<file path="config.mk">
export PLATFORM = sky130hd
export DESIGN_NAME = blk_965656
export DESIGN_NICKNAME = d
export VERILOG_FILES = /design/src/rtl/blk_965656_pkg.sv /design/src/rtl/blk_965656_len_chk.sv /design/src/rtl/blk_965656.sv
export SDC_FILE = /design/constraint.sdc
export NUM_CORES = 1
export LEC_CHECK = 0
export CORE_ASPECT_RATIO = 1.5
export CORE_MARGIN = 2
export CORE_UTILIZATION = 40
export DETAILED_ROUTE_END_ITERATION = 10
export DONT_BUFFER_PORTS = 1
export SYNTH_ARGS = -nofsm -noshare
export SYNTH_HDL_FRONTEND = slang
export SYNTH_SLANG_ARGS = --single-unit
</file>
<file path="constraint.sdc">
create_clock -name ijtag_tck -period 1.75 [get_ports ijtag_tck]
set_clock_uncertainty 0.05 [all_clocks]
set_input_delay 0.0875 -clock ijtag_tck [delete_from_list [all_inputs] [get_ports ijtag_tck]]
set_output_delay 0.0875 -clock ijtag_tck [all_outputs]
set_load 0.03 [all_outputs]
</file>
<file path="src/rtl/blk_965656_pkg.sv">
// Shared definitions for the intest EDT/scan bidirectional-pad test data register.
package blk_965656_pkg;

    // Default register geometry.
    localparam int unsigned TDR_LENGTH    = 8;
    localparam int unsigned TDR_STAT_W    = 2;
    localparam logic [7:0]  TDR_RESET_VAL = 8'h00;

    // Field positions within the captured word: status at the bottom,
    // the sticky error flag just above it, control bits above that.
    localparam int unsigned STAT_LSB = 0;
    localparam int unsigned ERR_BIT  = TDR_STAT_W;
    localparam int unsigned CTRL_LSB = TDR_STAT_W + 1;

    // Counter must hold 0..len+1, where len+1 is the "unarmed / overrun" value.
    function automatic int unsigned cnt_width(input int unsigned len);
        return $clog2(len + 2);
    endfunction

endpackage

</file>
<file path="src/rtl/blk_965656_len_chk.sv">
// Shift-length checker: counts shifts since the last capture and flags
// when exactly LENGTH shifts have happened, so an update can be trusted.
module blk_965656_len_chk
    import blk_965656_pkg::*;
#(
    parameter int unsigned LENGTH    = TDR_LENGTH,
    parameter bit          CHECK_LEN = 1'b1
) (
    input  logic tck,
    input  logic rst_n,
    input  logic sel,
    input  logic ce,
    input  logic se,
    output logic len_ok
);

    localparam int unsigned     CNT_W   = cnt_width(LENGTH);
    localparam logic [CNT_W-1:0] CNT_TGT = CNT_W'(LENGTH);
    localparam logic [CNT_W-1:0] CNT_SAT = CNT_W'(LENGTH + 1);
    localparam logic [CNT_W-1:0] CNT_ONE = CNT_W'(1);
    localparam logic [CNT_W-1:0] CNT_ZERO = CNT_W'(0);

    logic [CNT_W-1:0] cnt_r;
    logic [CNT_W-1:0] cnt_nxt_s;
    logic             len_ok_r;
    logic             len_ok_nxt_s;

    // Next count: capture clears, shift increments up to saturation, otherwise hold.
    always_comb begin
        cnt_nxt_s = cnt_r;
        if (sel && ce) begin
            cnt_nxt_s = CNT_ZERO;
        end else if (sel && se) begin
            if (cnt_r == CNT_SAT) begin
                cnt_nxt_s = cnt_r;
            end else begin
                cnt_nxt_s = cnt_r + CNT_ONE;
            end
        end else begin
            cnt_nxt_s = cnt_r;
        end
    end

    // Length verdict, precomputed from the next count so it is a register output.
    always_comb begin
        len_ok_nxt_s = 1'b0;
        if (CHECK_LEN == 1'b0) begin
            len_ok_nxt_s = 1'b1;
        end else begin
            len_ok_nxt_s = (cnt_nxt_s == CNT_TGT);
        end
    end

    // Counter and verdict registers; reset leaves the checker unarmed.
    always_ff @(posedge tck or negedge rst_n) begin
        if (!rst_n) begin
            cnt_r    <= CNT_SAT;
            len_ok_r <= (CHECK_LEN == 1'b0);
        end else begin
            cnt_r    <= cnt_nxt_s;
            len_ok_r <= len_ok_nxt_s;
        end
    end

    assign len_ok = len_ok_r;

endmodule

</file>
<file path="src/rtl/blk_965656.sv">
// IJTAG TDR holding the intest control bits for EDT/scan bidirectional pads.
// Captures core status and the sticky update error; updates are gated by
// the shift-length checker so a short or long scan cannot corrupt ctrl_out.
module blk_965656
    import blk_965656_pkg::*;
#(
    parameter int unsigned       LENGTH    = TDR_LENGTH,
    parameter int unsigned       STAT_W    = TDR_STAT_W,
    parameter logic [LENGTH-1:0] RESET_VAL = LENGTH'(TDR_RESET_VAL),
    parameter bit                CHECK_LEN = 1'b1
) (
    input  logic              ijtag_tck,
    input  logic              ijtag_reset,
    input  logic              ijtag_sel,
    input  logic              ijtag_si,
    input  logic              ijtag_ce,
    input  logic              ijtag_se,
    input  logic              ijtag_ue,
    output logic              ijtag_so,
    input  logic [STAT_W-1:0] status_in,
    output logic [LENGTH-1:0] ctrl_out,
    output logic              update_error
);

    logic [LENGTH-1:0] sr_r;
    logic [LENGTH-1:0] sr_nxt_s;
    logic [LENGTH-1:0] capture_s;
    logic [LENGTH-1:0] ctrl_r;
    logic              err_r;
    logic              so_r;
    logic              len_ok_s;

    // Captured word: upper control bits, error flag, then fresh core status.
    assign capture_s = {ctrl_r[LENGTH-1:STAT_W+1], err_r, status_in};

    // Shift-register next state: capture beats shift, deselected holds.
    always_comb begin
        sr_nxt_s = sr_r;
        if (ijtag_sel && ijtag_ce) begin
            sr_nxt_s = capture_s;
        end else if (ijtag_sel && ijtag_se) begin
            sr_nxt_s = {ijtag_si, sr_r[LENGTH-1:1]};
        end else begin
            sr_nxt_s = sr_r;
        end
    end

    // Shift register state on the rising TCK edge.
    always_ff @(posedge ijtag_tck or negedge ijtag_reset) begin
        if (!ijtag_reset) begin
            sr_r <= '0;
        end else begin
            sr_r <= sr_nxt_s;
        end
    end

    // Retiming latch: open while TCK is low so SO moves half a cycle after the shift.
    always_latch begin
        if (!ijtag_reset) begin
            so_r <= 1'b0;
        end else if (!ijtag_tck) begin
            so_r <= sr_r[0];
        end
    end

    // Update stage on the falling TCK edge: apply only length-checked scans.
    always_ff @(negedge ijtag_tck or negedge ijtag_reset) begin
        if (!ijtag_reset) begin
            ctrl_r <= RESET_VAL;
            err_r  <= 1'b0;
        end else if (ijtag_ue && ijtag_sel) begin
            if (len_ok_s) begin
                ctrl_r <= sr_r;
            end else begin
                err_r  <= 1'b1;
            end
        end else begin
            ctrl_r <= ctrl_r;
            err_r  <= err_r;
        end
    end

    blk_965656_len_chk #(
        .LENGTH    (LENGTH),
        .CHECK_LEN (CHECK_LEN)
    ) u_len_chk (
        .tck    (ijtag_tck),
        .rst_n  (ijtag_reset),
        .sel    (ijtag_sel),
        .ce     (ijtag_ce),
        .se     (ijtag_se),
        .len_ok (len_ok_s)
    );

    assign ijtag_so     = so_r;
    assign ctrl_out     = ctrl_r;
    assign update_error = err_r;

endmodule

</file>
==> results of run 1 <==
-- through the flow --
stage	worst slack (ps)	hold WS, ps	std cells	TNS (ps)
2_1_floorplan	-177	-838	95	-1560
3_3_place_gp	-224	-836	129	-1790
3_5_place_dp	-241	-835	129	-1860
4_1_cts	-274	55.3	152	-4550
5_1_grt	-324	24.2	157	-5460
6_report	-278	58.6	157	-4600
-- worst paths after layout --
check / startpoint / to / slack [ps] / cells after the start
worst max-delay path: ctrl_out[6]$_DFFE_NN0P_ / ctrl_out[6] / -280 / 1
worst min-delay path: ijtag_reset / ctrl_out[5]$_DFFE_NN0P_ / 60 / 0
worst max register to register: u_len_chk.len_ok$_DFF_PN0_ / ctrl_out[6]$_DFFE_NN0P_ / -250 / 2
worst min register to register: u_len_chk.cnt_r[0]$_DFF_PN1_ / u_len_chk.cnt_r[0]$_DFF_PN1_ / 490 / 2
max in group asynchronous: ijtag_reset / sr_r[3]$_DFFE_PN0P_ / 380 / 3
max in group gated: ijtag_reset / clock gate / 500 / 3
min in group ijtag_tck: ijtag_sel / u_len_chk.cnt_r[0]$_DFF_PN1_ / 130 / 3
min in group gated: ijtag_reset / clock gate / 220 / 3
-- kinds of logic after synthesis --
family,Yosys count
AND/OR/NAND/NOR,19
AO/OA/AOI/OAI,35
buffers and inverters,7
adder cells (fa/ha/maj),2
multiplexers,9
flip-flops,22
latches,1
-- power groups by stage --
stage / Clock, mW / Combinational, mW / Sequential [mW]
2_1_floorplan: 0.00472 / 0.0923 / 0.602
3_3_place_gp: 0.00472 / 0.145 / 0.596
3_5_place_dp: 0.00472 / 0.150 / 0.597
4_1_cts: 0.425 / 0.189 / 0.588
5_1_grt: 0.467 / 0.228 / 0.595
6_report: 0.416 / 0.206 / 0.591
-- flip-flops by register name, summed over array words and instances (netlist names) --
name and count:
ijtag_so 1, u_len_chk.cnt_r 4, u_len_chk.len_ok 1, update_error 1, sr_r 8, ctrl_out 8
-- placed cells by master (no fill, tap or decap), types with 7 or more instances in the layout --
cell	instances
sky130_fd_sc_hd__a21oi_1	10
sky130_fd_sc_hd__buf_4	14
sky130_fd_sc_hd__buf_6	7
sky130_fd_sc_hd__clkbuf_4	7
sky130_fd_sc_hd__dfrtn_1	9
sky130_fd_sc_hd__dfrtp_1	11
sky130_fd_sc_hd__dlygate4sd3_1	12
sky130_fd_sc_hd__mux2_4	8
sky130_fd_sc_hd__nand2_1	7
sky130_fd_sc_hd__o22ai_1	13
-- routing by layer --
metal	global-route usage	vias to the layer above	wire [um]
met2	0.303	40	1450
li1	-	433	-
met5	0	-	0
met1	0.239	473	1140
met3	0.0705	7	160
met4	0.118	0	33
-- layout make-up --
| cell class | count | area (sq um) | share of cell area |
|---|---|---|---|
| clock buffer | 8 | 66.3 | 0.0443 |
| inverter | 3 | 11.3 | 0.00753 |
| multi-input combinational | 65 | 504 | 0.337 |
| sequential | 23 | 568 | 0.380 |
| tap | 24 | 30.0 | 0.0201 |
| timing repair buffer | 34 | 317 | 0.212 |
-- repair_timing --
item	in CTS	in global routing
buffers inserted	4	4
setup endpoints to repair	18	23
hold buffers	11	3
gates resized for setup	9	11
hold endpoints to repair	28	15
gates cloned	0	0
pin swaps	1	1
==> implementation parameters, run 1 <==
Parameter                              Value

Outcome
  Outcome    finished with violations
  Failing checks    negative setup slack

Detailed routing
  First DRT Iteration DRCs    28
  Final routed wirelength across all metal layers    2780 um
  Number of vias after detailed routing    953
  Vias per std cell    6.07
  Routed length per placed instance    17.7 um
  Post-detailed-route count of antenna-violating nets    0
  DRC violation count after routing    0
  Length of the first detailed-routing pass in iterations    4

Floorplan
  I/O pin total    19
  Floorplan die width    45.7 um
  Floorplan die height    66.5 um
  Row count    22
  Die Outline Area    0.00304 sq mm
  Starting density of the core    0.425
  Placeable core region    0.00245 sq mm

Logic synthesis
  Biggest area consumer among synthesized cells    sky130_fd_sc_hd__dfrtp_1
  Top post-synthesis cells by count    sky130_fd_sc_hd__o22ai_1 (16), sky130_fd_sc_hd__a21oi_1 (11), sky130_fd_sc_hd__dfrtp_1 (11)
  Fraction of registers with async set/reset    0.957
  Synthesized area    0.00104 sq mm
  Post-Syn Area per Cell    11.0 sq um
  Fraction of synthesized cell area in xor and xnor cells    0
  Number of library cell types mapped by synthesis    27
  Portion of netlist area occupied by mux cells    0.0960
  Ys Warns    0
  Share of synthesized cell area in and, or, nand and nor gates    0.0996
  Leading register cell type out of synthesis    sky130_fd_sc_hd__dfrtp_1
  Count of flip-flops with a built-in enable after synthesis    0
  Leading cell types by total area after synthesis    sky130_fd_sc_hd__dfrtp_1 (26%), sky130_fd_sc_hd__dfrtn_1 (22%), sky130_fd_sc_hd__o22ai_1 (9.6%)
  Synth Area in Adders    0.0240
  Fraction of the mapped netlist area in compound gates    0.202
  Flops & latches, synth    23
  Most frequently used cell type in the post-synthesis netlist    sky130_fd_sc_hd__o22ai_1
  Top-area cell type share of the netlist area    0.264
  Number of standard cells after synthesis    95
  Synthesized Nets    106
  Dominant combinational cell family by area after synthesis    compound AO/OA/AOI/OAI gates

STA
  Setup repair after global routing missed its margin    yes
  Headroom to the max-slew limit    0.636
  Worst setup slack after layout    -278 ps
  Final number of max-transition violations    0
  Endpoints failing setup    21
  Final number of hold-violating endpoints    0
  Transition time at the pin with the least slew margin    544 ps

Final layout
  Layout Cell Area excl Fill    0.00150 sq mm
  Area Growth Syn to Fin    43.6%
  Finished Core Util    0.611
  Final-layout fill cell count    218
  Fraction of final layout cells with drive strength greater than 1    0.346
  Total number of nets in the final design    145
  Count of antenna diodes in the layout    0

Pwr
  Power Dens Cells    811 mW/mm^2
  Net switching power of the design    0.316 mW
  Total chip power    1.21 mW
  Relative contribution of combinational cells to total power    0.170
  Share of power burned in registers    0.487
  Sw Share    0.260
  Clock network fraction of total power    0.343
  P_int    0.898 mW
  Static leakage    0.729 nW
  Max IR drop VDD    0.000499 V

Clocking
  Source-to-sink clock delay at the later pin of the worst-skew pair    410 ps
  Clock slew seen by the registers of the worst setup and hold paths    80 ps
  Clock tree from TritonCTS    yes

Critical path
  Maximum net fanout on the critical path    2
  Startpoint-to-endpoint class of the critical path    register to output port
  Dominant delay contributor by cell family on the critical path    flip-flops
  Endpoint type of the worst setup path    output port
  Cell breakdown of the critical path    buf_6
  Cell at the slowest stage of the critical path    sky130_fd_sc_hd__dfrtn_1
  Number of buffers and inverters on the critical path    1
  Required time of the critical path    1610 ps
  Type of origin of the critical path    register
  Largest stage delay on the critical path    450 ps
  Endpoint arrival time on the critical path    1890 ps

GRT
  Global-route total usage across every layer    0.201
  First-pass GRT wire length    4270 um
  Number of antenna violations at the first check in global routing    0
  Largest net degree at the start of global routing    16
  Overflow left after global routing    0
  Number of global-route vias before repair    929

Job
  Total of max-cap violations    0

Placement
  I/O Buffers    0
  Cell area reported after detailed placement    0.00117 sq mm
  HPWL after DPL    1570 um
  Final estimated routing congestion in global placement    0.769

Hold path
  Worst min path class    input pin to async pin
(Power assumes the default switching activity.)
==> inputs of run 2 (changes only) <==
- CORE_UTILIZATION: 40 -> 30
==> run 2 against run 1 <==
  * Critical path depth unchanged
  * Largest power group unchanged
  * Core utilization down 16 points
  * The run still ends with negative setup slack left
  * First-iteration DRC count down 21%
  * Global-route usage down 3.3 points
  * Largest cell class unchanged
  * Routed wire length up 11%
  * Hold slack worse by 32 ps
==> implementation parameters, run 2 (synthesized netlist as in run 1, its figures left out) <==
Parameter                              Value

Placement
  Cell count after placement    147
  Final estimated routing congestion in global placement    0.715
  I/O Buffers    0
  HPWL after DPL    1650 um

Critical path
  Startpoint-to-endpoint class of the critical path    register to output port
  Endpoint arrival time on the critical path    1850 ps
  Cell at the slowest stage of the critical path    sky130_fd_sc_hd__dfrtn_1
  Dominant delay contributor by cell family on the critical path    flip-flops
  Number of buffers and inverters on the critical path    1
  Cell breakdown of the critical path    buf_6
  Endpoint type of the worst setup path    output port
  Required time of the critical path    1610 ps
  Type of origin of the critical path    register
  Maximum net fanout on the critical path    2
  Largest stage delay on the critical path    440 ps

Final layout
  Most frequent standard cell in the layout excluding fill and tap cells    sky130_fd_sc_hd__o22ai_1
  Count of antenna diodes in the layout    0
  Final-layout fill cell count    310
  Final std cells w/o fill    171
  Leading cell types in the layout, fill and taps excluded    sky130_fd_sc_hd__o22ai_1 (13), sky130_fd_sc_hd__dlygate4sd3_1 (12), sky130_fd_sc_hd__buf_4 (11), sky130_fd_sc_hd__dfrtp_1 (11), sky130_fd_sc_hd__a21oi_1 (10)
  Area Growth Syn to Fin    45.4%
  Fraction of final layout cells with drive strength greater than 1    0.326
  Total number of nets in the final design    141

Pwr
  Clock network fraction of total power    0.406
  P_int    1.01 mW
  Net switching power of the design    0.331 mW
  Power Dens Cells    888 mW/mm^2
  Static leakage    0.713 nW
  Max IR drop VDD    0.000518 V
  Sw Share    0.246
  Relative contribution of combinational cells to total power    0.156
  Share of power burned in registers    0.438

Outcome
  Failing checks    negative setup slack
  Outcome    finished with violations

Clocking
  Clock tree from TritonCTS    yes
  Clock slew seen by the registers of the worst setup and hold paths    80 ps
  Source-to-sink clock delay at the later pin of the worst-skew pair    360 ps

GRT
  Largest net degree at the start of global routing    16
  First-pass GRT wire length    4720 um
  Number of global-route vias before repair    1033
  Number of antenna violations at the first check in global routing    0
  Overflow left after global routing    0
  Global-route total usage across every layer    0.168

STA
  Worst setup slack after layout    -236 ps
  Final number of hold-violating endpoints    0
  Endpoints failing setup    19
  Final number of max-transition violations    0
  Transition time at the pin with the least slew margin    604 ps
  Headroom to the max-slew limit    0.596
  Setup repair after global routing missed its margin    yes
  Setup total negative slack    -3700 ps

Floorplan
  Floorplan die height    76.2 um
  I/O pin total    19
  Floorplan die width    52.1 um
  Starting density of the core    0.311
  Die Outline Area    0.00397 sq mm
  Row count    26
  Placeable core region    0.00335 sq mm

Detailed routing
  Number of vias after detailed routing    931
  Post-detailed-route count of antenna-violating nets    0
  Length of the first detailed-routing pass in iterations    4
  First DRT Iteration DRCs    22
  Routed length per placed instance    18.1 um
  Final routed wirelength across all metal layers    3090 um
  DRC violation count after routing    0
  Vias per std cell    5.44

Job
  Total of max-cap violations    0

Hold path
  Worst min path class    input pin to register
## run 2: changes by cell type in the layout (fill, tap and decap cells not counted), sizes merged
cell and change:
buf -3, clkbuf -1
## run 2: routing by layer
metal | vias to the layer above | track usage | part of all wire
met2 | 27 | 0.262 | 0.53
met3 | 6 | 0.0725 | 0.068
met1 | 472 | 0.181 | 0.38
li1 | 426 | - | -
met4 | 0 | 0.103 | 0.019
met5 | - | 0 | 0
## run 2: through the flow
step	utilization	instance area (sq um)	power (mW)	hold WS, ps	setup WS [ps]
floorplan	-	1050	0.699	-838	-177
global placement	0.355	1190	0.746	-834	-221
detailed placement	0.355	1190	0.754	-835	-240
CTS	0.436	1460	1.34	7.32	-240
global route	0.452	1520	1.40	24.7	-267
finish	0.452	1520	1.35	26.4	-236
## run 2: power groups by stage
stage	Sequential [mW]	Combinational (mW)	Clock, mW
after CTS	0.589	0.195	0.553
after global placement	0.595	0.146	0.00472
after global routing	0.593	0.228	0.583
after detailed placement	0.598	0.151	0.00472
after floorplan	0.602	0.0923	0.00472
final	0.589	0.210	0.546
## run 2: area by class of cell
cell class / count / area (sq um) / area share
Sequential cell: 23 / 568 / 0.375
Tap cell: 42 / 52.6 / 0.0347
Inverter: 3 / 11.3 / 0.00743
Clock buffer: 7 / 96.3 / 0.0636
Multi-Input combinational cell: 65 / 493 / 0.325
Timing Repair Buffer: 31 / 294 / 0.194
## run 2: what timing repair did
action | 4_1_cts | 5_1_grt
pin swaps | 1 | 0
gates resized for setup | 13 | 4
endpoints found under the setup margin | 18 | 22
hold endpoints to repair | 28 | 15
buffers inserted | 2 | 3
hold buffers | 11 | 3
## run 2: worst paths after layout
path / slack (ps) / end / from / cells past startpoint
min in group gated: 450 / clock gate / ijtag_reset / 3
min in group asynchronous: 100 / ctrl_out[7]$_DFFE_NN0P_ / ijtag_reset / 0
worst min register to register: 490 / u_len_chk.cnt_r[0]$_DFF_PN1_ / u_len_chk.cnt_r[0]$_DFF_PN1_ / 2
worst min-delay path: 30 / sr_r[2]$_DFFE_PN0P_ / ijtag_ce / 2
worst max-delay path: -240 / ctrl_out[7] / ctrl_out[7]$_DFFE_NN0P_ / 1
max in group gated: 280 / clock gate / ijtag_reset / 3
max in group asynchronous: 860 / u_len_chk.len_ok$_DFF_PN0_ / ijtag_reset / 2
worst max register to register: -220 / ctrl_out[0]$_DFFE_NN0P_ / u_len_chk.len_ok$_DFF_PN0_ / 2
